## src/rtl/matrix_scan_display.sv

```systemverilog
// Row-multiplexed LED matrix driver with an internal frame buffer.
// The game logic is granted one update cycle every frames_per_update refresh frames.
module matrix_scan_display #(
    parameter int gs                = 8,
    parameter int row_cycles        = 16,
    parameter int frames_per_update = 4
) (
    input  logic                 clk_i,
    input  logic                 reset_ni,
    input  logic [gs*gs-1:0]     matrix_i,
    input  logic                 d_act_i,
    output logic                 e_act_o,
    output logic [gs-1:0]        row_o,
    output logic [gs-1:0]        col_o,
    output logic                 frame_o
);

    localparam int CW = (row_cycles > 1)        ? $clog2(row_cycles)        : 1;
    localparam int RW = (gs > 1)                ? $clog2(gs)                : 1;
    localparam int FW = (frames_per_update > 1) ? $clog2(frames_per_update) : 1;

    localparam logic [CW-1:0] CYC_LAST = CW'(row_cycles - 1);
    localparam logic [RW-1:0] ROW_LAST = RW'(gs - 1);
    localparam logic [FW-1:0] FRM_LAST = FW'(frames_per_update - 1);

    typedef enum logic [1:0] {
        SCAN  = 2'd0,
        REQ   = 2'd1,
        LATCH = 2'd2
    } state_t;

    state_t          r_state;
    state_t          w_state_next;
    logic [CW-1:0]   r_cyc_cnt;
    logic [CW-1:0]   w_cyc_next;
    logic [RW-1:0]   r_row_cnt;
    logic [RW-1:0]   w_row_next;
    logic [FW-1:0]   r_frame_cnt;
    logic [FW-1:0]   w_frm_cnt_next;

    logic [gs*gs-1:0] r_fb;

    logic [gs-1:0]   r_row;
    logic [gs-1:0]   r_col;
    logic            r_e_act;
    logic            r_frame;

    logic [gs-1:0]   w_row_dec;
    logic [gs-1:0]   w_pix;
    logic [gs-1:0]   w_fb_col [gs];
    logic            w_drive;
    logic [gs-1:0]   w_row_out;
    logic [gs-1:0]   w_col_out;
    logic            w_e_act_next;
    logic            w_frame_o_next;

    // State and counter register
    always_ff @(posedge clk_i or negedge reset_ni) begin
        if (!reset_ni) begin
            r_state     <= SCAN;
            r_cyc_cnt   <= '0;
            r_row_cnt   <= '0;
            r_frame_cnt <= '0;
        end else begin
            r_state     <= w_state_next;
            r_cyc_cnt   <= w_cyc_next;
            r_row_cnt   <= w_row_next;
            r_frame_cnt <= w_frm_cnt_next;
        end
    end

    always_comb begin
        w_state_next   = r_state;
        w_cyc_next     = r_cyc_cnt;
        w_row_next     = r_row_cnt;
        w_frm_cnt_next = r_frame_cnt;
        case (r_state)
            SCAN: begin
                if (r_cyc_cnt == CYC_LAST) begin
                    w_cyc_next = '0;
                    if (r_row_cnt == ROW_LAST) begin
                        w_row_next = '0;
                        if (r_frame_cnt == FRM_LAST) begin
                            w_frm_cnt_next = '0;
                            w_state_next   = REQ;
                        end else begin
                            w_frm_cnt_next = r_frame_cnt + FW'(1);
                        end
                    end else begin
                        w_row_next = r_row_cnt + RW'(1);
                    end
                end else begin
                    w_cyc_next = r_cyc_cnt + CW'(1);
                end
            end
            REQ: begin
                w_state_next = LATCH;
            end
            LATCH: begin
                w_state_next   = SCAN;
                w_cyc_next     = '0;
                w_row_next     = '0;
                w_frm_cnt_next = '0;
            end
            default: begin
                w_state_next   = SCAN;
                w_cyc_next     = '0;
                w_row_next     = '0;
                w_frm_cnt_next = '0;
            end
        endcase
    end

    // Frame buffer only changes in LATCH, so a scan never shows a torn image
    always_ff @(posedge clk_i or negedge reset_ni) begin
        if (!reset_ni) begin
            r_fb <= '0;
        end else if (r_state == LATCH && d_act_i) begin
            r_fb <= matrix_i;
        end
    end

    generate
        for (genvar gi = 0; gi < gs; gi++) begin : g_col
            assign w_row_dec[gi] = (w_row_next == RW'(gi));
            assign w_fb_col[gi]  = r_fb[gi*gs +: gs];
            assign w_pix[gi]     = w_fb_col[gi][w_row_next];
        end
    endgenerate

    // Outputs are registered from next-state values so they line up with the counters
    assign w_drive        = (w_state_next == SCAN) && (w_cyc_next != '0);
    assign w_row_out      = w_drive ? w_row_dec : '0;
    assign w_col_out      = w_drive ? ~w_pix : '1;
    assign w_e_act_next   = (w_state_next == REQ);
    assign w_frame_o_next = (w_state_next == SCAN) && (w_cyc_next == CYC_LAST)
                            && (w_row_next == ROW_LAST);

    always_ff @(posedge clk_i or negedge reset_ni) begin
        if (!reset_ni) begin
            r_row   <= '0;
            r_col   <= '1;
            r_e_act <= 1'b0;
            r_frame <= 1'b0;
        end else begin
            r_row   <= w_row_out;
            r_col   <= w_col_out;
            r_e_act <= w_e_act_next;
            r_frame <= w_frame_o_next;
        end
    end

    assign row_o   = r_row;
    assign col_o   = r_col;
    assign e_act_o = r_e_act;
    assign frame_o = r_frame;

endmodule

```

## config.mk

```make
export PLATFORM = sky130hd
export DESIGN_NAME = matrix_scan_display
export DESIGN_NICKNAME = d
export VERILOG_FILES = /design/src/rtl/matrix_scan_display.sv
export SDC_FILE = /design/constraint.sdc
export NUM_CORES = 1
export LEC_CHECK = 0
export CAP_MARGIN = 15
export CORE_MARGIN = 5
export CORE_UTILIZATION = 49
export CTS_CLUSTER_SIZE = 20
export DETAILED_ROUTE_END_ITERATION = 8
export DONT_BUFFER_PORTS = 1
export PLACE_DENSITY = 0.7
export SYNTH_ARGS = -nofsm -noshare
export SYNTH_HDL_FRONTEND = slang
export SYNTH_SLANG_ARGS = --single-unit
```

## constraint.sdc

```tcl
create_clock -name clk_i -period 3.3 [get_ports clk_i]
set_input_delay 0.66 -clock clk_i [delete_from_list [all_inputs] [get_ports clk_i]]
set_output_delay 0.66 -clock clk_i [all_outputs]
set_load 0.02 [all_outputs]
```

==> metrics.md <==
| Metric | Value |
|---|---|
| Total grt overflow | 0 |
| Share of layout cells above drive strength 1 | 0.343 |
| Cts hold-fix bufs | 1 |
| Total track usage | 0.187 |
| Routed via count | 2475 |
| Pins Over Slew Limit | 0 |
| GPL Wtd Cong | 0.814 |
| Synth async-reset ratio | 1.00 |
| Period utilisation layout | 0.790 |
| Resize count post-CTS | 0 |
| Clk_skew | between 0.007 and 0.008 ns |
| Clock transition at the registers of the reported paths | 0.09 ns |
| Min Hold Slack | 0.136 ns |
| Seq/Total Area, Yosys | 0.570 |
| Syn avg cell area | approximately 13 sq um |
| Fillers | 694 |
| Status | complete, no violations |
| Final Hold Vio Count | 0 |
| Final Critical Period | 2.61 ns |
| CTS Buf Count | 9 |
| Slew headroom | 0.329 |
| Worst Path Buf+Inv | 1 |
| Max-cap violations | 0 |
| Synthesized Nets | between 300 and 400 |
| Finished Cell Area | around 0.0045 sq mm |
| Synth unique cells | 43 |
| Number of global-route vias before repair | 2750 |
| Initial cell density of the core | 0.501 |
| Max Buffers Root-to-Sink | 2 |
| Worst-Margin Slew | ~1 ns |
| Clk_lat worst skew | 0.36 ns |
| Pre-CTS setup slack | roughly 0.75 ns |
| Commonest non-fill, non-tap cell in the layout | dfrtp_1 |
| Peak VDD IR | approximately 0.00025 V |
| Die width | a little over 100 um |
| WP data arrival | 2.89 ns |
| Num Clock Sinks | 93 |
| Area of the multi-input gates | 0.00166 sq mm |
| Worst Slack Setup Final | just under 0.7 ns |
| Startpoint class of the critical path | register |
| Top_reg_cell synth | dfrtp_1 |
| Num rows | 33 |
| Vias per inst | roughly 6 |
| Post-DP HPWL | just over 6000 um |
| Pin count of the biggest net entering global routing | 86 |
| Final Net Count | ~380 |
| Leak Pwr | 2.12 nW |
| Routed wire length | 8990 um |
| Worst path cell trace | ha_1 > and4b_1 > mux2i_2 > buf_4 > nand2b_1 > o221ai_1 > a2bb2oi_1 |
| First-pass GRT wire length | 14600 um |
| Wire length per cell | 21.6 um |
| Most frequent cells in the layout | dfrtp_1 (85), mux2_2 (65), o32a_1 (11) |
| Initial DRC Count | 109 |
| Register Area | 0.00234 sq mm |
| CTS tree | built |
| R2R depth | 7 |
| Initial antenna violation count | 1 |
| Critical Path RT | 3.59 ns |
| Worst min-delay path class | in -> async |
| Placed Area | between 0.004 and 0.005 sq mm |
| CTS Root Buffer Type | clkbuf_8 |
| Area delta synth->final | 8.76% |
| Reg-to-reg endpoint | col_o[6] |
| R2r setup slk | 0.69 ns |
| Cell with the largest stage delay on the worst path | and4b_1 |
| CP endpoint kind | register |
| Setup TNS | 0 ns |
| H-tree levels | 3 |
| ANT cells | 0 |
| Number of port buffers | 0 |
| DR DRC count | 0 |
| # IOs | between 80 and 90 |
| DR pass1 iterations | 4 |
| Routed Antenna Nets | 0 |
| Slowest stage delay, CP | 0.51 ns |
| Number of flops mapped to enable cells by yosys | 0 |
| CP delay by family, top | simple AND/OR/NAND/NOR gates |
| Height of the die | about 100 um |
| RSZ-0062 raised after global routing | false |
| Core area | 0.00818 sq mm |
| Die footprint | 0.0103 sq mm |
| Seq cells post-synth | 93 |
| Max Freq | 0.384 GHz |
| Setup violators final | 0 |
| Synth Instances | 306 |
| Setup CP Type | reg -> reg |
| Worst r2r src | r_cyc_cnt[0] |
| Post-Syn Area | ~0.0041 sq mm |
| Power Density | between 400 and 500 mW/mm^2 |
| CP max FO | 13 |
| Synth warn | 0 |
| Post-CTS setup buffer count | 0 |
metrics by stage:
step	util	cells	total power, mW
finish	0.545	417	1.99
detailed placement	0.515	400	1.16
global route	0.545	417	2.07
global placement	0.515	400	1.16
floorplan	-	306	1.16
CTS	0.545	417	2.01
flip-flops by register name, summed over array words and instances (netlist names):
| register | cells |
|---|---|
| r_state | 2 |
| col_o | 8 |
| r_fb | 64 |
| row_o | 8 |
| r_cyc_cnt | 4 |
| r_row_cnt | 3 |
| frame_o | 1 |
| r_frame_cnt | 2 |
| e_act_o | 1 |
logic make-up after synthesis:
group / count (synthesis) / share of synthesized area
simple gates: 56 / 0.0773
fa+ha+maj: 4 / 0.0122
mux: 75 / 0.205
xor+xnor: 1 / 0.00214
buf+inv: 24 / 0.0272
compound gates: 53 / 0.106
flops: 93 / 0.570
cell usage after synthesis, drive strengths merged, types with 5 or more instances:
library cell	count	area share
clkbuf	10	0.0092
buf	9	0.013
a2bb2oi	5	0.011
inv	5	0.0046
a21oi	8	0.0098
nand2	11	0.011
nor2	10	0.0092
o32ai	5	0.011
o32a	11	0.027
dfstp	8	0.051
mux2	65	0.18
mux2i	10	0.026
nor2b	6	0.0092
nor3	10	0.013
dfrtp	85	0.52
a211oi	8	0.015
o221ai	8	0.017
area by class of cell:
type                            count  area share
Timing Repair Buffer                9      0.0197
Multi-Input combinational cell    189       0.373
Inverter                            5     0.00421
Tap cell                          105      0.0295
Clock inverter                      7      0.0216
Clock buffer                        9      0.0278
Sequential cell                    93       0.524
routing by layer:
layer  global-route usage  vias up  routed length [um]
li1                     -     1141                   -
met1                0.236     1262                3890
met4               0.0716        2                 129
met3               0.0544       12                 413
met5                    0        -                   8
met2                0.304       58                4550
how the worst max path moves through the flow:
| stage | startpoint | cells past startpoint | slack (ns) | endpoint |
|---|---|---|---|---|
| 3_3_place_gp | r_cyc_cnt[0] | 7 | 0.79 | col_o[3] |
| 2_1_floorplan | r_cyc_cnt[0] | 8 | 1.14 | col_o[2] |
| 4_1_cts | r_cyc_cnt[0] | 7 | 0.69 | col_o[1] |
| 3_5_place_dp | r_cyc_cnt[0] | 7 | 0.75 | col_o[6] |
| 6_report | r_cyc_cnt[0] | 7 | 0.69 | col_o[6] |
| 5_1_grt | r_cyc_cnt[0] | 6 | 0.55 | col_o[6] |
power by group:
group	internal (mW)	switching, mW
clock	0.431	0.399
sequential	1.14	0
combinational	0.00433	0.0190
total	1.57	0.418
No activity file was read; power rests on OpenSTA's default activity.
==> patch 1: new RTL, config.mk and constraints unchanged <==
Add an input register stage for `matrix_i` and `d_act_i`, with the module's reset; this delays them by one clock.
--- a/src/rtl/matrix_scan_display.sv
+++ b/src/rtl/matrix_scan_display.sv
@@ -28,6 +28,19 @@
         REQ   = 2'd1,
         LATCH = 2'd2
     } state_t;
+
+    logic [gs*gs-1:0] matrix_q;
+    logic d_act_q;
+
+    always_ff @(posedge clk_i or negedge reset_ni) begin
+        if (!reset_ni) begin
+            matrix_q <= '0;
+            d_act_q  <= '0;
+        end else begin
+            matrix_q <= matrix_i;
+            d_act_q  <= d_act_i;
+        end
+    end
 
     state_t          r_state;
     state_t          w_state_next;
@@ -115,8 +128,8 @@
     always_ff @(posedge clk_i or negedge reset_ni) begin
         if (!reset_ni) begin
             r_fb <= '0;
-        end else if (r_state == LATCH && d_act_i) begin
-            r_fb <= matrix_i;
+        end else if (r_state == LATCH && d_act_q) begin
+            r_fb <= matrix_q;
         end
     end
 
Formal check against the unedited RTL: same outputs for any inputs over 10 cycles, from zero or initial values and one cycle with reset_ni low; that may be too few to reach the edited logic, so the function may still have changed.
==> patch 1 against the unedited design <==
The flow now finishes with violations (hold timing). Design area increased by 48%. Sequential cell count up 65. Total power rose by 94%. Global-route usage is 1.6 points lower. Routed wire length grew 25%. Setup slack got worse by 0.27 ns. Via count up 31%. Critical path depth is the same. Die area up 40%. Area after synthesis increased by 45%. Critical path type unchanged. Largest power group unchanged.
==> patch 1: results <==
export IMPL_antenna_found_initial=2
export IMPL_grt_pass1_wl_um=18600
export IMPL_status="finished, violations left"
export IMPL_p_leak_nw=3.10
export IMPL_cts_root_buf="clkbuf_16"
export IMPL_synth_cell_types=41
export IMPL_crit_path_top_delay_cell="and4b_1"
export IMPL_ir_worst_vdd_uv=420
export IMPL_post_cts_setup_buffers=0
export IMPL_cts_buffers=17
export IMPL_ys_seq_area_share_pct=66.9
export IMPL_hold_viol_final=150
export IMPL_slowest_delay_ns=0.63
export IMPL_final_antenna_net_count=0
export IMPL_grtUsageTotal_pct=17.0
export IMPL_holdWs_ns=-0.0619
export IMPL_grt_pass1_vias=3488
export IMPL_clock_skew_final_ns=0.00821
export IMPL_dp_cells=534
export IMPL_gp_congestion=0.767
export IMPL_area_delta_synth_final_pct=11.2
export IMPL_place_hpwl_um=7140
export IMPL_pre_cts_slack_ns=0.445
export IMPL_grt_max_degree=159
export IMPL_tightestPinTransition_ns=1.07
export IMPL_worstPathMaxFanout=14
export IMPL_nets=477
export IMPL_violations="hold timing"
export IMPL_cts_htree_levels=4
export IMPL_clock_latency_ns=0.42
export IMPL_placed_area_um2=6010
export IMPL_synth_area_leaders="dfrtp_1 (63%), mux2_2 (15%), dfstp_2 (3.5%)"
export IMPL_wirelength_um=11200
export IMPL_drt_first_pass_iters=5
export IMPL_clk_pin_slew_worst_paths_ns=0.06
## patch 1: cell families after synthesis
logic type                 Yosys count  share of synthesized area, %
AOI/OAI and AO/OA                   41                          5.34
buffers and inverters               25                          2.62
and+or+nand+nor                     91                          7.91
DFF                                158                          66.9
adders and majority gates            4                         0.844
xor gates and xnor gates             2                         0.296
muxes                               84                          16.1
## patch 1: path summary, 6_finish.rpt
| kind | from | end | slack, ns | cells past startpoint |
|---|---|---|---|---|
| worst max-delay path | r_cyc_cnt[0] | col_o[4] | 0.42 | 7 |
| worst min-delay path | reset_ni | matrix_q[30] | -0.06 | 0 |
| worst max register to register | r_cyc_cnt[0] | col_o[4] | 0.42 | 7 |
| worst min register to register | matrix_q[52] | r_fb[52] | 0.48 | 1 |
| max in group asynchronous | reset_ni | col_o[0] | 3.02 | 0 |
| min in group clk_i | matrix_i[54] | matrix_q[54] | 0.26 | 0 |
## patch 1: area by class of cell
type                    instances  share of cell area, %
repair buffers                  6                  0.684
clock inverters                 9                   1.29
clock buffers                  22                   7.50
inverters                       1                 0.0570
flip-flops and latches        158                   60.1
multi-input cells             222                   27.5
well taps                     147                   2.79
diodes                          2                 0.0759
## patch 1: worst register-to-register path, delay by kind of cell, from the launching register on
kind	cells	cell delay, ns
AOI/OAI and AO/OA	2	0.66
buffers and inverters	1	0.28
and+or+nand+nor	3	1.11
DFF	1	0.43
adders and majority gates	1	0.31
## patch 1: report_power, final
part	internal, mW	switching, mW
clock	1.13	0.735
sequential	1.98	0.0137
combinational	0.000728	0
total	3.11	0.749
## patch 1: layer usage
metal,GRT usage (%),wire (um)
met3,6.55,666
met1,21.1,4620
met2,26.8,5710
met4,6.94,216
met5,0,0
==> patch 2: new RTL, config.mk and constraints unchanged <==
Without the edit above. Change the parameter `gs` from 8 to 16.
--- a/src/rtl/matrix_scan_display.sv
+++ b/src/rtl/matrix_scan_display.sv
@@ -1,7 +1,7 @@
 // Row-multiplexed LED matrix driver with an internal frame buffer.
 // The game logic is granted one update cycle every frames_per_update refresh frames.
 module matrix_scan_display #(
-    parameter int gs                = 8,
+    parameter int gs                = 16,
     parameter int row_cycles        = 16,
     parameter int frames_per_update = 4
 ) (
Interface: changed (resized col_o, matrix_i and row_o); port bits go from 85 to 293. The function was not compared with the original's and may differ.
==> patch 2 against the unedited design <==
Fmax fell by 6.3%. Sequential cell count up 209. Setup slack got worse by 0.18 ns. Total power increased to 3.8 times the old value. Design area increased to 3.6 times the old value. Die area rose to 3.2 times the old value. Largest cell class unchanged. Routed wire length grew to 4.0 times the old value. Area after synthesis increased to 3.5 times the old value. Critical path type unchanged. The run now ends with hold timing left.
==> patch 2: results <==
export IMPL_worstPathMaxFanout=24
export IMPL_ys_seq_area_share_pct=52.6
export IMPL_cts_buffers=35
export IMPL_crit_path_top_delay_cell="dfrtp_1"
export IMPL_vias=9229
export IMPL_route_layer_met1_wl_um=14800
export IMPL_clk_pin_slew_worst_paths_ns=0.06
export IMPL_clkbuf_count=46
export IMPL_num_nonclk_buffers=33
export IMPL_multi_input_area_share_pct=40.1
export IMPL_p_leak_nw=8.05
export IMPL_grtUsageMet3_pct=7.34
export IMPL_syn_inst=1152
export IMPL_cts_htree_levels=2
export IMPL_layout_nonclk_buf_share_pct=2.10
export IMPL_multi_input_gates=757
export IMPL_tightestPinTransition_ns=0.750
export IMPL_grt_max_degree=303
export IMPL_drt_first_pass_iters=5
export IMPL_largest_reg_flops=256
export IMPL_hold_viol_final=286
export IMPL_grtUsageTotal_pct=21.2
export IMPL_pre_cts_slack_ns=0.601
export IMPL_holdWs_ns=-0.151
export IMPL_vias_per_cell=5.95
export IMPL_grt_pass1_vias=9637
export IMPL_synth_cell_types=62
export IMPL_placed_area_um2=14800
export IMPL_violations="hold timing"
export IMPL_ir_worst_vdd_uv=509
export IMPL_area_delta_synth_final_pct=10.9
export IMPL_synth_fa_ha_area_share_pct=0.260
export IMPL_final_util_pct=55.4
export IMPL_clock_path_buffers=3
export IMPL_met2_usage_pct=34.2
export IMPL_place_hpwl_um=24300
export IMPL_antenna_found_initial=20
export IMPL_dp_cells=1483
export IMPL_seq_cells=302
export IMPL_slowest_delay_ns=0.47
export IMPL_wl_per_cell_um=23.0
export IMPL_grt_use_met1_pct=27.4
export IMPL_synth_compound_area_share_pct=7.70
export IMPL_clock_skew_final_ns=0.0139
export IMPL_synth_area_leaders="dfrtp_1 (50%), mux2_2 (22%), mux2i_1 (4.7%)"
export IMPL_clock_latency_ns=0.50
export IMPL_synthXorXnorAreaFrac_pct=0.0608
export IMPL_fill_cells=2375
export IMPL_inv_count=7
export IMPL_switching_share_pct=20.3
export IMPL_wl_met3_um=2700
export IMPL_cp_arrival_ns=3.22
export IMPL_status="finished, violations left"
export IMPL_met2_length_um=17200
export IMPL_avgSynthCellArea_um2=12.5
export IMPL_seq_share_pct=47.4
==> patch 2: changes by cell type in the layout (fill, tap and decap cells not counted), moves of 35 or more <==
cell,change
mux2_2,+219
dfrtp_1,+200
nand3_1,+37
nor2_1,+59
and3_1,+44
clkbuf_16,+35
mux2i_1,+61
o21ai_0,+60
==> patch 2: worst max-delay path: cells and delay by family, from the launching register on <==
family                     cells  cell delay (ns)
buffers and inverters          2             0.50
DFF                            1             0.47
AOI/OAI and AO/OA              1             0.19
and+or+nand+nor                4             0.79
adders and majority gates      1             0.37
muxes                          1             0.37
==> patch 2: path summary, 6_finish.rpt <==
check / slack, ns / to
min: -0.15 / r_fb[237]
min reg2reg: 0.50 / r_fb[235]
max reg2reg: 0.52 / col_o[9]
min in group clk_i: 0.30 / r_fb[12]
max in group asynchronous: 3.02 / col_o[6]
max: 0.52 / col_o[9]
